`src/rtl/x_oneshot_pkg.sv`:
```
// Shared definitions for the x_oneshot family: per-channel state encoding.
package x_oneshot_pkg;

    localparam int STATE_W = 2;

    typedef enum logic [STATE_W-1:0] {
        IDLE    = 2'd0,
        PULSE   = 2'd1,
        HOLDOFF = 2'd2,
        HOLD    = 2'd3
    } state_t;

endpackage

```
`src/rtl/x_oneshot_ch.sv`:
```
// One one-shot channel: state machine, shared pulse/holdoff counter and registered q.
module x_oneshot_ch
    import x_oneshot_pkg::*;
#(
    parameter int CNTW = 8
) (
    input  logic            clock,
    input  logic            reset,
    input  logic            d,
    input  logic [CNTW-1:0] width,
    input  logic [CNTW-1:0] holdoff,
    input  logic            retrig,
    output logic            q,
    output logic            busy
);

    localparam logic [CNTW-1:0] CNT_ONE = CNTW'(1);

    state_t          state;
    state_t          state_next;
    logic [CNTW-1:0] cnt;
    logic [CNTW-1:0] cnt_next;

    // NOTE: state flops use non-blocking assignment so every flop samples pre-edge values.
    always_ff @(posedge clock or posedge reset) begin
        if (reset) begin
            state <= IDLE;
            cnt   <= '0;
            q     <= 1'b0;
        end else begin
            state <= state_next;
            cnt   <= cnt_next;
            q     <= (state == PULSE);
        end
    end

    // NOTE: defaults first so no path through the case leaves a variable unassigned (no latch).
    always_comb begin
        state_next = state;
        cnt_next   = cnt;
        case (state)
            IDLE: begin
                if (d) begin
                    state_next = PULSE;
                    cnt_next   = (width == '0) ? '0 : width - CNT_ONE;
                end
            end
            PULSE: begin
                if (cnt != '0) begin
                    cnt_next = cnt - CNT_ONE;
                end else if (holdoff != '0) begin
                    state_next = HOLDOFF;
                    cnt_next   = holdoff - CNT_ONE;
                end else begin
                    state_next = HOLD;
                end
            end
            HOLDOFF: begin
                if (cnt != '0) begin
                    cnt_next = cnt - CNT_ONE;
                end else begin
                    state_next = HOLD;
                end
            end
            HOLD: begin
                if (!d || retrig) begin
                    state_next = IDLE;
                end
            end
            default: begin
                state_next = IDLE;
                cnt_next   = '0;
            end
        endcase
    end

    always_comb begin
        busy = (state != IDLE);
    end

endmodule

```
`src/rtl/x_oneshot_nch.sv`:
```
// NCH-channel one-shot; define X_ONESHOT_NCH_SYNC_EN to add a 2-stage synchroniser on d.
module x_oneshot_nch #(
    parameter int NCH  = 8,
    parameter int CNTW = 8
) (
    input  logic            clock,
    input  logic            reset,
    input  logic [NCH-1:0]  d,
    input  logic [CNTW-1:0] width,
    input  logic [CNTW-1:0] holdoff,
    input  logic            retrig,
    output logic [NCH-1:0]  q,
    output logic [NCH-1:0]  busy
);

    logic [NCH-1:0] d_fsm;

`ifdef X_ONESHOT_NCH_SYNC_EN
    logic [NCH-1:0] sync_s1;
    logic [NCH-1:0] sync_s2;

    // Synchroniser is cleared by reset so a stale high level cannot retrigger after release.
    always_ff @(posedge clock or posedge reset) begin
        if (reset) begin
            sync_s1 <= '0;
            sync_s2 <= '0;
        end else begin
            sync_s1 <= d;
            sync_s2 <= sync_s1;
        end
    end

    assign d_fsm = sync_s2;
`else
    assign d_fsm = d;
`endif

    for (genvar i = 0; i < NCH; i++) begin : g_ch
        x_oneshot_ch #(
            .CNTW (CNTW)
        ) u_ch (
            .clock   (clock),
            .reset   (reset),
            .d       (d_fsm[i]),
            .width   (width),
            .holdoff (holdoff),
            .retrig  (retrig),
            .q       (q[i]),
            .busy    (busy[i])
        );
    end

endmodule

```
`config.mk`:
```
export PLATFORM = sky130hd
export DESIGN_NAME = x_oneshot_nch
export DESIGN_NICKNAME = d
export VERILOG_FILES = /design/src/rtl/x_oneshot_pkg.sv /design/src/rtl/x_oneshot_ch.sv /design/src/rtl/x_oneshot_nch.sv
export SDC_FILE = /design/constraint.sdc
export NUM_CORES = 1
export LEC_CHECK = 0
export ABC_AREA = 0
export CAP_MARGIN = 20
export CORE_ASPECT_RATIO = 2
export CORE_UTILIZATION = 56
export CTS_CLUSTER_SIZE = 28
export DETAILED_ROUTE_END_ITERATION = 10
export PLACE_DENSITY = 0.87
export SYNTH_ARGS = -nofsm -noshare
export SYNTH_HDL_FRONTEND = slang
export SYNTH_SLANG_ARGS = --single-unit
```
`constraint.sdc`:
```
create_clock -name clock -period 3.3 [get_ports clock]
set_input_delay 0.495 -clock clock [delete_from_list [all_inputs] [get_ports clock]]
set_output_delay 0.495 -clock clock [all_outputs]
set_load 0.02 [all_outputs]
```
## Word-level counts from Yosys, hierarchy flattened

Index checks and enable logic that the tools add are counted.

- Reduce and logical (&&, ||, !) cells: 66
- Equality and inequality tests: 72
- Add/sub/neg operators: 10
- Muxes and demuxes: 75

Operators with widths:

| cell | count |
|---|---|
| $mux 8 | 26 |
| $pmux 8 s3 | 8 |
| $sub 8x1->8 const B | 10 |
| $reduce_bool 8->1 | 9 |
| $mux 2 | 32 |
| $pmux 2 s4 | 8 |
| $reduce_and 4->1 | 16 |
| $ne 2x2->1 const B | 24 |
| $eq 2x2->1 const B | 16 |
| $ne 2x1->1 const B | 16 |
| $ne 3x3->1 const B | 8 |
| $reduce_bool 3->1 | 8 |
| $eq 2x1->1 const B | 8 |
| $logic_not 2->1 | 8 |
| $reduce_bool 2->1 | 8 |
| $logic_not 1->1 | 8 |
| $logic_not 8->1 | 1 |
| $logic_or 1x1->1 | 8 |
| $mux 1 | 1 |

- Bits in registers: 88
- Word-level logic and storage cells: 247
- Input port bits: 27
- Output and inout port bits: 16

## Logic depth before layout (Yosys ltp)

- Depth in word-level cells: 4
- Depth in mapped cells: 9
- Depth with buffers taken out: 7

## By module

From an unflattened synthesis, not the netlist that was laid out.

- Cell total of the unflattened synthesis: 1,169
- Area, all modules: 9,516.6 um^2

By module, submodules not included:

| module | area each (um^2) | times used | seq. area each (um^2) | cells each |
|---|---|---|---|---|
| x_oneshot_ch (g_ch[0].u_ch ...) | 1,201.2 | 7 | 275.3 | 148 |
| x_oneshot_ch (g_ch[7].u_ch) | 1,108.6 | 1 | 275.3 | 133 |

## Least setup slack after synthesis

Ideal clock, no wire load.

- Path kind: input port to flip-flop
- From: in holdoff[0]
- To: reg g_ch[4].u_ch.cnt[6]
- Required time: 3.171 ns
- Path buffers: 1
- Arrival time: 2.295 ns
- Stages: 8
- Setup slack: 0.876 ns
- Setup time: 0.129 ns
- Cell sequence: clkbuf_1 > inv_1 > ha_1 > or4b_1 > o21a_1 > o21ai_0 > a21oi_1 > a2111o_1

- Longest elaborated chain between the ends: 4
- Elaborated cells between the ends (all ways): 7
- Those cells by class: 1 x add/sub; 1 x eq/ne; 3 x mux; 2 x reduce/logical

Ends and longest elaborated chain:

| item | line | text |
|---|---|---|
| from (decl) | x_oneshot_nch.sv:10 | `input logic [CNTW-1:0] holdoff,` |
| $sub 8x1->8 | x_oneshot_ch.sv:53 | `cnt_next = holdoff - CNT_ONE;` |
| $mux 8 | x_oneshot_ch.sv:51 | `end else if (holdoff != '0) begin` |
| $mux 8 | x_oneshot_ch.sv:49 | `if (cnt != '0) begin` |
| $pmux 8 s3 | x_oneshot_ch.sv:41 | `case (state)` |
| to (signal assigned) | x_oneshot_ch.sv:32 | `cnt <= cnt_next;` |
| to (decl) | x_oneshot_ch.sv:21 | `logic [CNTW-1:0] cnt;` |

Parallel ways exist; a longest one is shown, timed or not. The select of a mux whose other input is x is not followed.
A chain may end at the register's enable or synchronous reset.

## Final worst setup path

- From: in holdoff[0]
- To: reg g_ch[2].u_ch.cnt[6]

- Longest elaborated chain between the ends: 4
- Elaborated cells between the ends (all ways): 7
- Those cells by class: 1 x add/sub; 1 x eq/ne; 3 x mux; 2 x reduce/logical

Ends and longest elaborated chain:

| item | line |
|---|---|
| $sub 8x1->8 | x_oneshot_ch.sv:53 |
| $mux 8 | x_oneshot_ch.sv:51 |
| $mux 8 | x_oneshot_ch.sv:49 |
| $pmux 8 s3 | x_oneshot_ch.sv:41 |
| to (signal assigned) | x_oneshot_ch.sv:32 |
| to (decl) | x_oneshot_ch.sv:21 |

Parallel ways exist; a longest one is shown, timed or not. The select of a mux whose other input is x is not followed.

==> flow_summary.json <==
{
  "grt_usage": 0.331,
  "clock_skew_ns": 0.00681,
  "drt_iter0_drc": 636,
  "synth_edf_count": 0,
  "fillers": 965,
  "dp_worst_setup_slack_ns": 0.237,
  "drive_gt1_frac": 0.104,
  "die_y_um": 160,
  "final_cells": 1018,
  "routed.top_layer": "met4",
  "wl_met3_mm": 1.55,
  "synth_warnings": 0,
  "grt_pass1_vias": 6677,
  "hold_viol": 0,
  "clock-sinks": 88,
  "dp_hpwl_mm": 14.4,
  "port_buffers": 42,
  "synth_nets": 908,
  "syn_area_mm2": 0.00702,
  "drt-total-wl_mm": 20.0,
  "htreeDepth": 3,
  "syn_to_final_growth_pct": 12.8,
  "wl_met1_mm": 7.29,
  "fin_crit_sh": 0.835,
  "num_io_pins": 43,
  "pwr_density_cell_mw_per_mm2": 1180,
  "rsz0062_at_grt": "false",
  "path_clk_slew_ns": 0.06,
  "cts_tree": "done",
  "clockRootBuffer": "clkbuf_16",
  "synthArstFlopShare": 1.00,
  "synth_cell_types": 70,
  "place_inst": 1002,
  "drtAntennaViolNets": 0,
  "diodes": 0,
  "syn_avg_cell_area_um2": 8.46,
  "tightest_slew_ns": 1.03,
  "tritoncts.num_buffers": 9,
  "worst-setup-path-type": "input pin to flop",
  "finalSetupViolations": 0,
  "cp.arrival_ns": 3.03,
  "hp-class": "flop to flop",
  "cap_violations": 0,
  "status": "finished, final reports clean",
  "vias_per_cell": 6.70,
  "core_mm2": 0.0122,
  "drc": 0,
  "die_area_mm2": 0.0130,
  "max_freq_mhz": 363,
  "cp-start-kind": "input pin",
  "fin_crit_ns": 2.75,
  "slew_headroom": 0.311,
  "initial_core_util": 0.576,
  "insertion_delay_ns": 0.35,
  "placed_cell_area_mm2": 0.00761,
  "fin_tns_setup_ns": 0,
  "required_ns": 3.57,
  "fin_nets": 944,
  "yosysSeqAreaShare": 0.314,
  "wl_met2_mm": 10.1,
  "routedWlPerCell_um": 19.6,
  "hold_slack_ns": 0.526,
  "utilization": 0.650,
  "grt.overflow.total": 0,
  "die_x_um": 81.2,
  "post_cts_resized": 0,
  "cts_max_path_buffers": 2,
  "synthFlopType": "dfrtp_1",
  "cp-end-kind": "flop",
  "first_pass_iters": 7,
  "grt_pass1_wl_mm": 33.0,
  "critPathMaxFanout": 7,
  "cts_post_setup_buffers_inserted": 0,
  "ir_worst_vdd_uv": 809,
  "ys_ff_latch": 88,
  "fin_ws_ns": 0.546,
  "gp_congestion": 0.951,
  "final_area_mm2": 0.00792,
  "num_vias": 6817,
  "leakagePower_nw": 3.29,
  "p_total_mw": 9.31,
  "cts_hold_buf": 0,
  "grt_max_degree": 46,
  "fp-row-count": 57,
  "final-max-slew-violation-count": 0,
  "antenna_found_initial": 0,
  "syn_inst": 830
}
## final cells by class
cell class              instances  area [µm²]  share of cell area
well taps                     147         184              0.0232
inverters                      59         223              0.0281
clock inverters                 5        81.3              0.0103
clock buffers                  11         233              0.0294
flip-flops and latches         88        2200               0.278
repair buffers                 72         646              0.0815
multi-input cells             636        4350               0.550
## synthesized netlist by cell type, types with 12 or more instances
library cell / number / area (µm²)
buf_4: 18 / 135
o221ai_1: 29 / 254
a22o_1: 12 / 105
inv_1: 59 / 221
nand2_1: 78 / 293
ha_1: 51 / 638
o31ai_1: 18 / 135
dfrtp_1: 88 / 2200
o221a_2: 22 / 248
xor2_1: 13 / 114
a21oi_1: 29 / 145
clkbuf_1: 20 / 75.1
nor2_1: 77 / 289
xnor2_1: 31 / 272
o21ai_0: 82 / 410
nor3_1: 27 / 135
## cell families (layout without fill, tap and decap cells)
| logic type | after synthesis | in the layout | synth area share |
|---|---|---|---|
| AOI/OAI and AO/OA | 265 | 265 | 0.269 |
| xor gates and xnor gates | 44 | 44 | 0.0549 |
| adders and majority gates | 51 | 51 | 0.0909 |
| buffers and inverters | 106 | 147 | 0.0665 |
| DFF | 88 | 88 | 0.314 |
| muxes | 9 | 9 | 0.0132 |
| and+or+nand+nor | 267 | 267 | 0.192 |
## state kept, by name, indices dropped and copies added (netlist names)
name and count:
g_ch.u_ch.q 8, g_ch.u_ch.state 16, g_ch.u_ch.cnt 64
## worst max-delay path, stage by stage
cell,delay [ns]
clkdlybuf4s50_1,0.59
inv_1,0.12
ha_1,0.21
or4b_1,0.50
nor3_2,0.37
o311ai_0,0.26
o32a_1,0.34
o2bb2ai_1,0.14
## layout by cell type (no fill, tap or decap), types with 6 or more instances in the layout
master	n
a21oi_1	29
nor2_1	77
nand2_1	78
mux2i_1	7
or4_1	7
o22ai_1	11
clkbuf_16	9
o21ai_0	82
a21o_1	6
clkdlybuf4s50_1	42
ha_1	51
a22o_1	12
nand3_1	11
a31oi_1	9
xor2_1	13
buf_4	30
xnor2_1	31
o31ai_1	18
inv_1	58
nor3b_1	9
o221a_2	22
o221ai_1	29
nand2b_1	9
nor3_1	27
dfrtp_1	88
nor4_1	7
## power breakdown
part	switching (mW)	total [mW]	internal, mW
clock network	0.459	1.12	0.665
registers	0.665	2.34	1.68
logic	3.26	5.85	2.60
## routing by layer
metal	track usage	vias to the layer above
met1	0.394	3277
met3	0.0500	85
met5	0	-
li1	-	3110
met2	0.549	345
met4	0.196	0
## worst paths after layout
| kind | start | endpoint | slack, ns | depth (start not counted) |
|---|---|---|---|---|
| max reg2reg | g_ch[1].u_ch.cnt[0]$_DFFE_PP0P_ | g_ch[1].u_ch.cnt[0]$_DFFE_PP0P_ | 0.75 | 7 |
| min in group asynchronous | reset | g_ch[1].u_ch.cnt[5]$_DFFE_PP0P_ | 0.59 | 2 |
| min reg2reg | g_ch[4].u_ch.cnt[6]$_DFFE_PP0P_ | g_ch[4].u_ch.cnt[6]$_DFFE_PP0P_ | 0.53 | 1 |
| max in group asynchronous | reset | g_ch[7].u_ch.cnt[2]$_DFFE_PP0P_ | 1.93 | 3 |
| max | holdoff[0] | g_ch[2].u_ch.cnt[6]$_DFFE_PP0P_ | 0.55 | 8 |
| min | g_ch[4].u_ch.cnt[6]$_DFFE_PP0P_ | g_ch[4].u_ch.cnt[6]$_DFFE_PP0P_ | 0.53 | 1 |
No activity file was read; power rests on OpenSTA's default activity.
